**src/rtl/mac_tx_seq.sv**
```systemverilog
// MAC TX frame sequencer: walks each buffered frame through header, payload
// and inter-frame gap, turning underruns and bad words into an error word.
module mac_tx_seq #(
    parameter int HDR_WORDS = 1,
    parameter int W_HDR_CNT = 1,
    parameter int IFG_WORDS = 2,
    parameter int W_CNT     = 16
) (
    input  logic                 i_clk,
    input  logic                 i_reset_n,
    input  logic                 i_clk_en,
    input  logic                 i_tx_en,
    input  logic                 i_frame_rdy,
    input  logic                 i_buf_empty,
    input  logic                 i_buf_last,
    input  logic                 i_buf_err,
    output logic                 o_buf_rd,
    output logic                 o_gen_hdr,
    output logic [W_HDR_CNT-1:0] o_hdr_id,
    output logic                 o_gen_data,
    output logic                 o_gen_idle,
    output logic                 o_gen_ifg,
    output logic                 o_gen_error,
    output logic                 o_busy,
    output logic                 o_frame_done,
    output logic                 o_underrun,
    output logic [W_CNT-1:0]     o_frame_cnt
);

    localparam logic [2:0] S_IDLE  = 3'd0;
    localparam logic [2:0] S_HDR   = 3'd1;
    localparam logic [2:0] S_DATA  = 3'd2;
    localparam logic [2:0] S_FLUSH = 3'd3;
    localparam logic [2:0] S_IFG   = 3'd4;

    localparam int W_IFG = (IFG_WORDS > 1) ? $clog2(IFG_WORDS) : 1;

    localparam logic [W_HDR_CNT-1:0] HDR_LAST = W_HDR_CNT'(HDR_WORDS - 1);
    localparam logic [W_IFG-1:0]     IFG_LAST = W_IFG'(IFG_WORDS - 1);

    logic [2:0]           state;
    logic [2:0]           state_nx;
    logic [W_HDR_CNT-1:0] hdr_cnt;
    logic [W_IFG-1:0]     ifg_cnt;
    logic [W_CNT-1:0]     frame_cnt;

    logic start_ok;
    logic word_ok;
    logic in_data;
    logic in_flush;
    logic hdr_end;
    logic ifg_end;
    logic pop_raw;
    logic good_end;

    assign start_ok = i_tx_en & i_frame_rdy;
    assign word_ok  = ~i_buf_empty;
    assign in_data  = (state == S_DATA);
    assign in_flush = (state == S_FLUSH);
    assign hdr_end  = (state == S_HDR) && (hdr_cnt == HDR_LAST);
    assign ifg_end  = (state == S_IFG) && (ifg_cnt == IFG_LAST);

    // last/err flags only mean anything while a word is actually readable
    assign pop_raw  = (in_data | in_flush) & word_ok;
    assign good_end = in_data & word_ok & ~i_buf_err & i_buf_last;

    assign o_buf_rd     = i_clk_en & pop_raw;
    assign o_frame_done = i_clk_en & pop_raw & i_buf_last;
    assign o_underrun   = i_clk_en & in_data & i_buf_empty;
    assign o_busy       = (state != S_IDLE);
    assign o_hdr_id     = hdr_cnt;
    assign o_frame_cnt  = frame_cnt;

    always_comb begin
        o_gen_hdr   = 1'b0;
        o_gen_data  = 1'b0;
        o_gen_idle  = 1'b0;
        o_gen_ifg   = 1'b0;
        o_gen_error = 1'b0;
        case (state)
            S_HDR:   o_gen_hdr = 1'b1;
            S_DATA: begin
                if (i_buf_empty || i_buf_err)
                    o_gen_error = 1'b1;
                else
                    o_gen_data = 1'b1;
            end
            S_IFG:   o_gen_ifg = 1'b1;
            default: o_gen_idle = 1'b1;
        endcase
    end

    always_comb begin
        state_nx = state;
        case (state)
            S_IDLE: begin
                if (start_ok)
                    state_nx = S_HDR;
            end
            S_HDR: begin
                if (hdr_end)
                    state_nx = S_DATA;
            end
            S_DATA: begin
                if (i_buf_empty)
                    state_nx = S_FLUSH;
                else if (i_buf_last)
                    state_nx = S_IFG;
                else if (i_buf_err)
                    state_nx = S_FLUSH;
            end
            S_FLUSH: begin
                if (word_ok && i_buf_last)
                    state_nx = S_IFG;
            end
            S_IFG: begin
                if (ifg_end)
                    state_nx = start_ok ? S_HDR : S_IDLE;
            end
            default: state_nx = S_IDLE;
        endcase
    end

    always_ff @(posedge i_clk or negedge i_reset_n) begin
        if (!i_reset_n) begin
            state     <= S_IDLE;
            hdr_cnt   <= '0;
            ifg_cnt   <= '0;
            frame_cnt <= '0;
        end else if (i_clk_en) begin
            state <= state_nx;
            if ((state == S_HDR) && !hdr_end)
                hdr_cnt <= hdr_cnt + W_HDR_CNT'(1);
            else
                hdr_cnt <= '0;
            if ((state == S_IFG) && !ifg_end)
                ifg_cnt <= ifg_cnt + W_IFG'(1);
            else
                ifg_cnt <= '0;
            if (good_end)
                frame_cnt <= frame_cnt + W_CNT'(1);
        end
    end

endmodule

```
**config.mk**
```make
export PLATFORM = sky130hd
export DESIGN_NAME = mac_tx_seq
export DESIGN_NICKNAME = d
export VERILOG_FILES = /design/src/rtl/mac_tx_seq.sv
export SDC_FILE = /design/constraint.sdc
export NUM_CORES = 1
export LEC_CHECK = 0
export BUFFER_PORTS_ARGS = -buffer_cell sky130_fd_sc_hd__buf_2
export CELL_PAD_IN_SITES_DETAIL_PLACEMENT = 1
export CELL_PAD_IN_SITES_GLOBAL_PLACEMENT = 1
export CORE_MARGIN = 2
export CORE_UTILIZATION = 40
export CTS_CLUSTER_DIAMETER = 200
export DETAILED_ROUTE_END_ITERATION = 8
export PLACE_DENSITY = 0.89
export REMOVE_ABC_BUFFERS = 1
export SLEW_MARGIN = 10
export SYNTH_ARGS = -nofsm -noshare
export SYNTH_HDL_FRONTEND = slang
export SYNTH_SLANG_ARGS = --single-unit
```
**constraint.sdc**
```tcl
create_clock -name i_clk -period 2.7 [get_ports i_clk]
set_input_delay 0.81 -clock i_clk [delete_from_list [all_inputs] [get_ports i_clk]]
set_output_delay 0.81 -clock i_clk [all_outputs]
set_load 0.02 [all_outputs]
```
* Word level (Yosys, flattened, before mapping) *
Cells that the tools add are included.

word-level totals
  register bits after elaboration = 21
  latch bits = 0
  bits in writable memories = 0
  memory bits (read-only) = 0
  input port bits = 8
  output and inout port bits = 26
  logic and storage cells = 60
  memories kept = 0

operators by class
  $add $sub $neg = 3
  $mul = 0
  divide/modulo/power cells = 0
  order comparisons = 0
  equality and inequality tests = 9
  shift-type cells = 0
  multiplexer cells = 18
  bitwise operators = 13
  reductions and logical operators = 13

operators with widths
  cell                                                  count
  2-to-1 mux 3 bit                                      7
  adder 16 x 1 -> 16 bit (second input constant)        1
  one-hot mux 3 bit (5 select lines)                    1
  2-to-1 mux 1 bit                                      10
  AND 1 bit                                             9
  equality test 3 x 2 -> 1 bit (second input constant)  2
  != test 2 bit (second input constant)                 3
  AND reduction 6 bit                                   1
  logical AND 1 bit                                     5
  != test 4 bit (second input constant)                 1
  equality test 3 x 1 -> 1 bit (second input constant)  1
  equality test 3 bit (second input constant)           1
  logical NOT 3 bit                                     1
  inverter 1 bit                                        3
  nonzero test 3 bit                                    1
  OR reduction 3 bit                                    1
  adder 1 bit (second input constant)                   2
  logical NOT 1 bit                                     2
  != test 2 x 1 -> 1 bit (second input constant)        1
  AND reduction 2 bit                                   1
  logical OR 1 bit                                      1
  OR 1 bit                                              1

* Longest topological paths before layout *
Gate-level depths: netlist (run 1).

  word-level depth = 5
  depth in mapped cells = 6
  depth with buffers taken out = 5

* Worst setup path before layout (run 1) *
No wires, ideal clock.

  kind = input port to output port
  start = input i_clk_en
  end = output o_frame_done
  arrival = 1.929 ns
  required time = 1.890 ns
  setup slack = -0.039 ns
  cell stages on the path = 2
  buffers on the path = 0
  cells stage by stage = nor4bb_1 -> and2_1

between the ends
  cells in the longest elaborated chain, start to end = 2

RTL lines
  element                 RTL line  source
  start, declared         11        input logic i_clk_en,
  AND 1 bit (2 in a row)  68        assign o_frame_done = i_clk_en & pop_raw & i_buf_last;
  end, declared           25        output logic o_frame_done,

No other way between the ends.

* Final worst setup path (run 1) *
  start = register state[2]
  end = output o_gen_data

between the ends
  cells in the longest elaborated chain, start to end = 2

RTL lines
  element                       RTL line  source
  start, declared               41        logic [2:0] state;
  start signal, assigned        131       state <= state_nx;
  equality test 3 x 2 -> 1 bit  80        case (state)
  2-to-1 mux 1 bit              80
  end, declared                 20        output logic o_gen_data,

No other way between the ends.

==> flow_summary.json, run 1 <==
{
  "status": "completed",
  "p_clk_frac": 0.181,
  "post_cts_buffers": 0,
  "cp-start-kind": "flip-flop",
  "fp.coreArea_mm2": 0.00250,
  "syn-instance-count": 103,
  "routedWlPerCell_um": 15.9,
  "die_x_um": 55.8,
  "grt_pass1_wl_um": 4390,
  "path_cells": "or3b_4, nor3_1, buf_2",
  "vias_per_cell": 5.37,
  "maxCapViolCount": 0,
  "postCtsHoldBufs": 0,
  "synth_top_family_by_area": "simple AND/OR/NAND/NOR gates",
  "yosys.area.top_type": "dfrtp_1",
  "netlist_top_cells_area": "dfrtp_1 (49%), xnor2_1 (12%), nand3_1 (3.7%), and3_1 (2.9%), nand2_1 (2.8%)",
  "crit_type": "reg -> out",
  "root_buffer": "clkbuf_4",
  "finalClockSkew_ns": 0.00281,
  "p_leak_nw": 0.653,
  "switching_power_mw": 0.365,
  "dpl.hpwl_um": 2010,
  "finalSetupTns_ns": 0,
  "antenna_found_initial": 0,
  "rows": 18,
  "yosys_warnings": 0,
  "yosys.area.top_type_share": 0.490,
  "p_sw_frac": 0.408,
  "vias": 886,
  "synth.most_common_cell": "dfrtp_1",
  "cts_tree": "yes",
  "synth_seq_cells": 21,
  "p_comb_frac": 0.353,
  "synth_edf_count": 0,
  "start_util": 0.429,
  "synth_common_cells": "dfrtp_1 (21), xnor2_1 (15), nand2_1 (8), nand3_1 (8)",
  "clock_latency_ns": 0.31,
  "clock_path_buffers": 2,
  "clk_pin_slew_ns": 0.13,
  "synthAdderAreaFrac": 0.0117,
  "nFillCells": 299,
  "grt_pass1_vias": 892,
  "syn_area_per_cell_um2": 10.4,
  "finalMaxSlewViolations": 0,
  "ant_nets": 0,
  "pwr-share-seq": 0.466,
  "fin_crit_sh": 0.919,
  "ys_seq_area_frac": 0.490,
  "critPathRequiredTime_ns": 1.89,
  "end_kind": "output pin",
  "critical_path.max_stage_delay_ns": 0.55,
  "synth-simple-area-share": 0.263,
  "final_nets": 145,
  "synthArstFlopShare": 1.00,
  "synth_compound_area_frac": 0.0595,
  "rsz0062_at_grt": "no",
  "worst_slew_pin_slew_ns": 0.530,
  "max_freq_mhz": 403,
  "cp_max_fo": 14,
  "grt_max_degree": 22,
  "crit_arrival_ns": 1.67,
  "netlist_area_mm2": 0.00107,
  "cpMaxStageDelayCell": "dfrtp_1",
  "wirelength_um": 2630,
  "period_minus_slack_ns": 2.48,
  "maxSlewHeadroom": 0.644,
  "syn_to_final_growth_pct": 19.0,
  "holdWs_ns": 0.433,
  "clock-sinks": 21,
  "internal_power_mw": 0.529,
  "finalSetupViolations": 0,
  "power.density_mw_per_mm2": 700,
  "grt_usage": 0.179,
  "firstDrtPassIters": 3,
  "ioPinCount": 34,
  "fp.dieArea_mm2": 0.00311,
  "drcViolationCount": 0,
  "hp-class": "in -> async",
  "ctsResizeCount": 0,
  "synthMuxAreaShare": 0.0105,
  "hold_violations": 0,
  "die_y_um": 55.8,
  "ir_worst_vdd_uv": 458,
  "ys_types": 30,
  "antenna_cells": 0,
  "portBuffers": 33,
  "htreeDepth": 1,
  "ys.flop_type": "dfrtp_1",
  "drive_above_1_share": 0.296,
  "gp_congestion": 0.804,
  "drt_iter0_drc": 8,
  "grt-ovfl-total": 0,
  "synth_xor_area_frac": 0.131,
  "numCtsBuffers": 3
}
[cells by family after synthesis]
group                      count (synthesis)
muxes                                      1
buffers and inverters                      8
adders and majority gates                  1
AOI/OAI and AO/OA                         10
and+or+nand+nor                           46
xor gates and xnor gates                  16
DFF                                       21
[power by group through the flow]
stage,Clock [mW],Sequential (mW),Combinational [mW]
after floorplan,0,0.420,0.202
final,0.162,0.416,0.315
after global routing,0.175,0.426,0.347
after detailed placement,0,0.423,0.318
after global placement,0,0.419,0.305
after CTS,0.162,0.417,0.320
[registers in the layout, indices dropped and copies added (netlist names)]
register	flops
state	3
ifg_cnt	1
o_frame_cnt	16
o_hdr_id	1
[critical path, delay by kind of cell (launching register included)]
family	cells	cell delay [ns]
buffers and inverters	1	0.19
flip-flops	1	0.55
AND/OR/NAND/NOR	2	0.62
[metal layers]
layer	vias up	global-route usage	wire length, um
li1	424	-	-
met1	446	0.223	1110
met2	12	0.313	1420
met3	4	0.0209	63
met4	0	0.0732	38
met5	-	0	0
[per-stage QoR]
| step | cells | util | instance area [um2] | total power [mW] | worst slack [ns] |
|---|---|---|---|---|---|
| floorplan | 98 | - | 1050 | 0.622 | -0.0390 |
| global placement | 161 | 0.499 | 1250 | 0.724 | 0.285 |
| global route | 165 | 0.511 | 1280 | 0.948 | 0.0770 |
| finish | 165 | 0.511 | 1280 | 0.893 | 0.218 |
| detailed placement | 161 | 0.499 | 1250 | 0.741 | 0.256 |
| CTS | 165 | 0.511 | 1280 | 0.899 | 0.211 |
[final cells by class]
type / count / area (um2) / share of cell area
Multi-Input combinational cell: 74 / 509 / 0.399
Tap cell: 30 / 37.5 / 0.0294
Inverter: 3 / 11.3 / 0.00882
Clock inverter: 1 / 5.00 / 0.00392
Timing Repair Buffer: 33 / 165 / 0.129
Sequential cell: 21 / 526 / 0.412
Clock buffer: 3 / 22.5 / 0.0176
[path summary, 6_finish.rpt]
path                                              from                          end  slack [ns]  cells past startpoint
max                               state[2]$_DFFE_PN0P_                   o_gen_data        0.22                      3
min                                          i_reset_n         o_hdr_id$_DFFE_PN0P_        0.43                      1
max reg2reg                       state[2]$_DFFE_PN0P_   o_frame_cnt[8]$_DFFE_PN0P_        0.72                      4
min reg2reg                o_frame_cnt[15]$_DFFE_PN0P_  o_frame_cnt[15]$_DFFE_PN0P_        0.48                      1
max in group asynchronous                    i_reset_n   o_frame_cnt[9]$_DFFE_PN0P_        1.94                      1
min in group i_clk         o_frame_cnt[15]$_DFFE_PN0P_  o_frame_cnt[15]$_DFFE_PN0P_        0.48                      1
[placed cells by master, fill, tap and decap left out]
master and instances:
nand4_1 3, o21ai_0 3, xor2_1 1, o41ai_1 1, nor3_1 2, nand3_1 8
nand2_1 8, nor4bb_1 2, clkbuf_4 3, and2_1 3, a21oi_1 2, nor3b_1 1
and3_1 5, or3b_4 1, nand2b_1 1, and4_1 2, xnor2_1 15, nor2b_1 1
ha_1 1, dfrtp_1 21, or4bb_1 1, or3_1 2, nor4_4 1, a21o_1 1
clkinv_2 1, a211oi_1 1, nor2_1 5, o211ai_1 2, buf_2 33, mux2_2 1
inv_1 3
Note: power is estimated with default switching activity, not from simulation.
==> inputs of run 2 (changes only) <==
Settings changed: PLACE_DENSITY 0.89 to 0.87, REMOVE_ABC_BUFFERS 1 to unset.
==> flow_summary.json, run 2 (same netlist as run 1, synthesis figures left out) <==
{
  "vias_per_cell": 5.21,
  "max_freq_mhz": 403,
  "finalMaxSlewViolations": 0,
  "fin_crit_sh": 0.920,
  "cpMaxStageDelayCell": "dfrtp_1",
  "rows": 18,
  "largest_reg_flops": 16,
  "clock_latency_ns": 0.29,
  "drive_above_1_share": 0.296,
  "root_buffer": "clkbuf_4",
  "grt_max_degree": 22,
  "ioPinCount": 34,
  "grt_usage": 0.160,
  "p_leak_nw": 0.651,
  "cp.buffers_inverters": 1,
  "routedWlPerCell_um": 13.9,
  "fp.dieArea_mm2": 0.00311,
  "crit_family": "simple AND/OR/NAND/NOR gates",
  "cp_max_fo": 14,
  "vias": 859,
  "drcViolationCount": 0,
  "post_cts_buffers": 0,
  "crit_arrival_ns": 1.67,
  "nFillCells": 304,
  "cts_tree": "yes",
  "end_kind": "output pin",
  "layout_common_cells": "buf_2 (33), dfrtp_1 (21), xnor2_1 (15), nand3_1 (8), nand2_1 (8)",
  "ir_worst_vdd_uv": 310,
  "final_nets": 145,
  "maxSlewHeadroom": 0.661,
  "antenna_cells": 0,
  "antenna_found_initial": 0,
  "fp.coreArea_mm2": 0.00250,
  "wirelength_um": 2290,
  "total_power_mw": 0.877,
  "worst_slew_pin_slew_ns": 0.504,
  "drt_iter0_drc": 18,
  "hold_violations": 0,
  "clk_pin_slew_ns": 0.11,
  "clock-sinks": 21,
  "hp-class": "in -> async",
  "syn_to_final_growth_pct": 19.5,
  "clock_path_buffers": 2,
  "ctsResizeCount": 0,
  "die_y_um": 55.8,
  "reg2reg_depth": 4,
  "path_cells": "nor3b_1, and3_1, buf_2",
  "die_x_um": 55.8,
  "critical_path.max_stage_delay_ns": 0.55,
  "grt_pass1_wl_um": 4090,
  "multi_input_area_um2": 515,
  "ant_nets": 0,
  "crit_type": "reg -> out",
  "finalSetupViolations": 0,
  "gp_congestion": 0.867,
  "start_util": 0.429,
  "synth_fp_nets": 112,
  "grt_pass1_vias": 892,
  "status": "completed",
  "maxCapViolCount": 0,
  "finalSetupTns_ns": 0,
  "portBuffers": 33,
  "cp-start-kind": "flip-flop",
  "finalClockSkew_ns": 0.00292,
  "firstDrtPassIters": 3,
  "postCtsHoldBufs": 0,
  "regArea_um2": 526,
  "numCtsBuffers": 3,
  "final_common_cell": "buf_2",
  "period_minus_slack_ns": 2.48,
  "dpl.hpwl_um": 1770,
  "grt-ovfl-total": 0,
  "worst-path-stages": 3,
  "power.density_mw_per_mm2": 684,
  "htreeDepth": 1,
  "critPathRequiredTime_ns": 1.89,
  "rsz0062_at_grt": "no"
}
==> run 2: path summary, 6_finish.rpt <==
| check | from | end | slack, ns |
|---|---|---|---|
| max | state[2]$_DFFE_PN0P_ | o_underrun | 0.22 |
| max reg2reg | state[2]$_DFFE_PN0P_ | o_frame_cnt[12]$_DFFE_PN0P_ | 0.76 |
| min reg2reg | o_frame_cnt[15]$_DFFE_PN0P_ | o_frame_cnt[15]$_DFFE_PN0P_ | 0.49 |
| max in group asynchronous | i_reset_n | o_hdr_id$_DFFE_PN0P_ | 1.94 |
| min | i_reset_n | o_frame_cnt[9]$_DFFE_PN0P_ | 0.45 |
| min in group i_clk | o_frame_cnt[15]$_DFFE_PN0P_ | o_frame_cnt[15]$_DFFE_PN0P_ | 0.49 |
==> run 2: through the flow <==
| stage | area, um2 | setup WS (ns) | instances | utilization | hold slack (ns) |
|---|---|---|---|---|---|
| 6_report | 1280 | 0.217 | 165 | 0.513 | 0.448 |
| 5_1_grt | 1280 | 0.0123 | 165 | 0.513 | 0.455 |
| 4_1_cts | 1280 | 0.212 | 165 | 0.513 | 0.456 |
| 3_5_place_dp | 1250 | 0.267 | 161 | 0.502 | 0.460 |
| 3_3_place_gp | 1250 | 0.300 | 161 | 0.502 | 0.465 |
| 2_1_floorplan | 1080 | 0.184 | 103 | - | 0.514 |
==> run 2: cell type report <==
class	count	area share
well taps	30	0.0293
multi-input cells	74	0.402
repair buffers	33	0.129
flip-flops and latches	21	0.410
inverters	3	0.00879
clock buffers	4	0.0205
==> run 2: metal layers <==
metal / vias up / part of all wire / global-route usage
li1: 421 / - / -
met3: 0 / 0.052 / 0.0302
met1: 413 / 0.46 / 0.210
met2: 25 / 0.49 / 0.277
met4: 0 / 0 / 0.0314
met5: - / 0 / 0
==> run 2: where the power goes <==
group,switching [mW],internal [mW]
Combinational,0.186,0.129
Clock,0.0876,0.0574
Sequential,0.0693,0.347
Total,0.343,0.534
==> inputs of run 3 (changes only) <==
Clock period 2.7 ns to 2.97 ns, I/O delays scaled along.
==> flow_summary.json, run 3 (same netlist as run 1, synthesis figures left out) <==
{
  "cp-start-kind": "primary input",
  "fin_crit_sh": 0.889,
  "path_cells": "buf_2, nor4bb_1, and2_1, buf_2",
  "crit_family": "simple AND/OR/NAND/NOR gates",
  "power.density_mw_per_mm2": 625,
  "drcViolationCount": 0,
  "switching_power_mw": 0.315,
  "ant_nets": 0,
  "clock_latency_ns": 0.30,
  "firstDrtPassIters": 4,
  "grt_max_degree": 22,
  "largest_reg_flops": 16,
  "maxSlewHeadroom": 0.658,
  "numCtsBuffers": 3,
  "pwr-share-seq": 0.475,
  "crit_type": "in -> out",
  "finalSetupTns_ns": 0,
  "min_from": "o_frame_cnt[15]$_DFFE_PN0P_",
  "drive_above_1_share": 0.289,
  "die_y_um": 55.8,
  "vias_per_cell": 5.24,
  "vias": 865,
  "p_comb_frac": 0.358,
  "grt_pass1_wl_um": 4090,
  "ir_worst_vdd_uv": 325,
  "routedWlPerCell_um": 14.7,
  "layout_common_cells": "buf_2 (33), dfrtp_1 (21), xnor2_1 (15), nand3_1 (8), nand2_1 (8)",
  "rows": 18,
  "synth_fp_nets": 112,
  "critPathRequiredTime_ns": 2.08,
  "rsz0062_at_grt": "no",
  "clock_path_buffers": 2,
  "p_leak_nw": 0.650,
  "cp_max_fo": 8,
  "dpl.hpwl_um": 1860,
  "final_nets": 145,
  "ctsResizeCount": 0,
  "end_kind": "output pin",
  "antenna_found_initial": 0,
  "critical_path.max_stage_delay_ns": 0.34,
  "grt_pass1_vias": 858,
  "p_clk_frac": 0.167,
  "htreeDepth": 1,
  "die_x_um": 55.8,
  "p_sw_frac": 0.395,
  "clock-sinks": 21,
  "finalClockSkew_ns": 0.00661,
  "reg2reg_to": "o_frame_cnt[14]$_DFFE_PN0P_",
  "reg2reg_depth": 4,
  "finalMaxSlewViolations": 0,
  "final_common_cell": "buf_2",
  "hp-class": "reg -> reg",
  "internal_power_mw": 0.482,
  "gp_congestion": 0.866,
  "root_buffer": "clkbuf_4",
  "fp.coreArea_mm2": 0.00250,
  "worst_slew_pin_slew_ns": 0.509,
  "r2r_setup_slack_ns": 1.04,
  "timing.critical_path.mode_cell": "buf_2",
  "r2r_start": "state[1]$_DFFE_PN0P_",
  "wirelength_um": 2430,
  "start_util": 0.429,
  "portBuffers": 33,
  "drt_iter0_drc": 18,
  "fp.dieArea_mm2": 0.00311,
  "status": "completed",
  "hold_violations": 0,
  "grt_usage": 0.164,
  "cpMaxStageDelayCell": "nor4bb_1",
  "whs_path_depth": 1,
  "maxCapViolCount": 0,
  "postCtsHoldBufs": 0,
  "cp.buffers_inverters": 2,
  "antenna_cells": 0,
  "post_cts_buffers": 0,
  "crit_arrival_ns": 1.75,
  "finalSetupViolations": 0,
  "holdPathEnd": "o_frame_cnt[15]$_DFFE_PN0P_",
  "syn_to_final_growth_pct": 18.9,
  "ioPinCount": 34,
  "clk_pin_slew_ns": 0.11,
  "period_minus_slack_ns": 2.64,
  "max_freq_mhz": 379,
  "grt-ovfl-total": 0,
  "total_power_mw": 0.797,
  "cts_tree": "yes"
}
## run 3: cell types whose count changed in the layout (fill, tap and decap cells not counted)
| cell | delta |
|---|---|
| nor4bb_1 | +1 |
| nor4bb_2 | -1 |
## run 3: routing by layer
| metal | GRT usage | up-vias | share of wire |
|---|---|---|---|
| li1 | - | 420 | - |
| met1 | 0.229 | 418 | 0.46 |
| met2 | 0.270 | 27 | 0.48 |
| met3 | 0.0209 | 0 | 0.059 |
| met4 | 0.0418 | 0 | 0 |
| met5 | 0 | - | 0 |
## run 3: metrics by stage
step	instance area (um2)	hold WS (ns)	util	std cells	worst slack [ns]
finish	1270	0.480	0.510	165	0.331
global route	1270	0.511	0.510	165	0.210
CTS	1270	0.482	0.510	165	0.338
detailed placement	1250	0.462	0.499	161	0.340
global placement	1250	0.461	0.499	161	0.394
floorplan	1070	0.517	-	103	0.0690
## run 3: layout make-up
type | count | area, um2
Inverter | 3 | 11.3
Sequential cell | 21 | 526
Clock buffer | 4 | 26.3
Tap cell | 30 | 37.5
Multi-Input combinational cell | 74 | 509
Fill cell | 298 | 1220
Timing Repair Buffer | 33 | 165
## run 3: worst max-delay path by stage
stage / end / from / slack, ns / depth (start not counted)
6_report: o_frame_done / i_clk_en / 0.33 / 4
4_1_cts: o_frame_done / i_clk_en / 0.34 / 4
3_5_place_dp: o_frame_done / i_clk_en / 0.34 / 4
3_3_place_gp: o_frame_done / i_clk_en / 0.39 / 4
2_1_floorplan: o_frame_done / i_clk_en / 0.07 / 2
5_1_grt: o_frame_done / i_clk_en / 0.21 / 4
## run 3: power by group through the flow
stage	Sequential (mW)	Combinational, mW	Clock [mW]
after detailed placement	0.383	0.290	0
after global placement	0.379	0.278	0
after global routing	0.387	0.318	0.151
after CTS	0.377	0.290	0.138
after floorplan	0.357	0.228	0
final	0.378	0.285	0.133
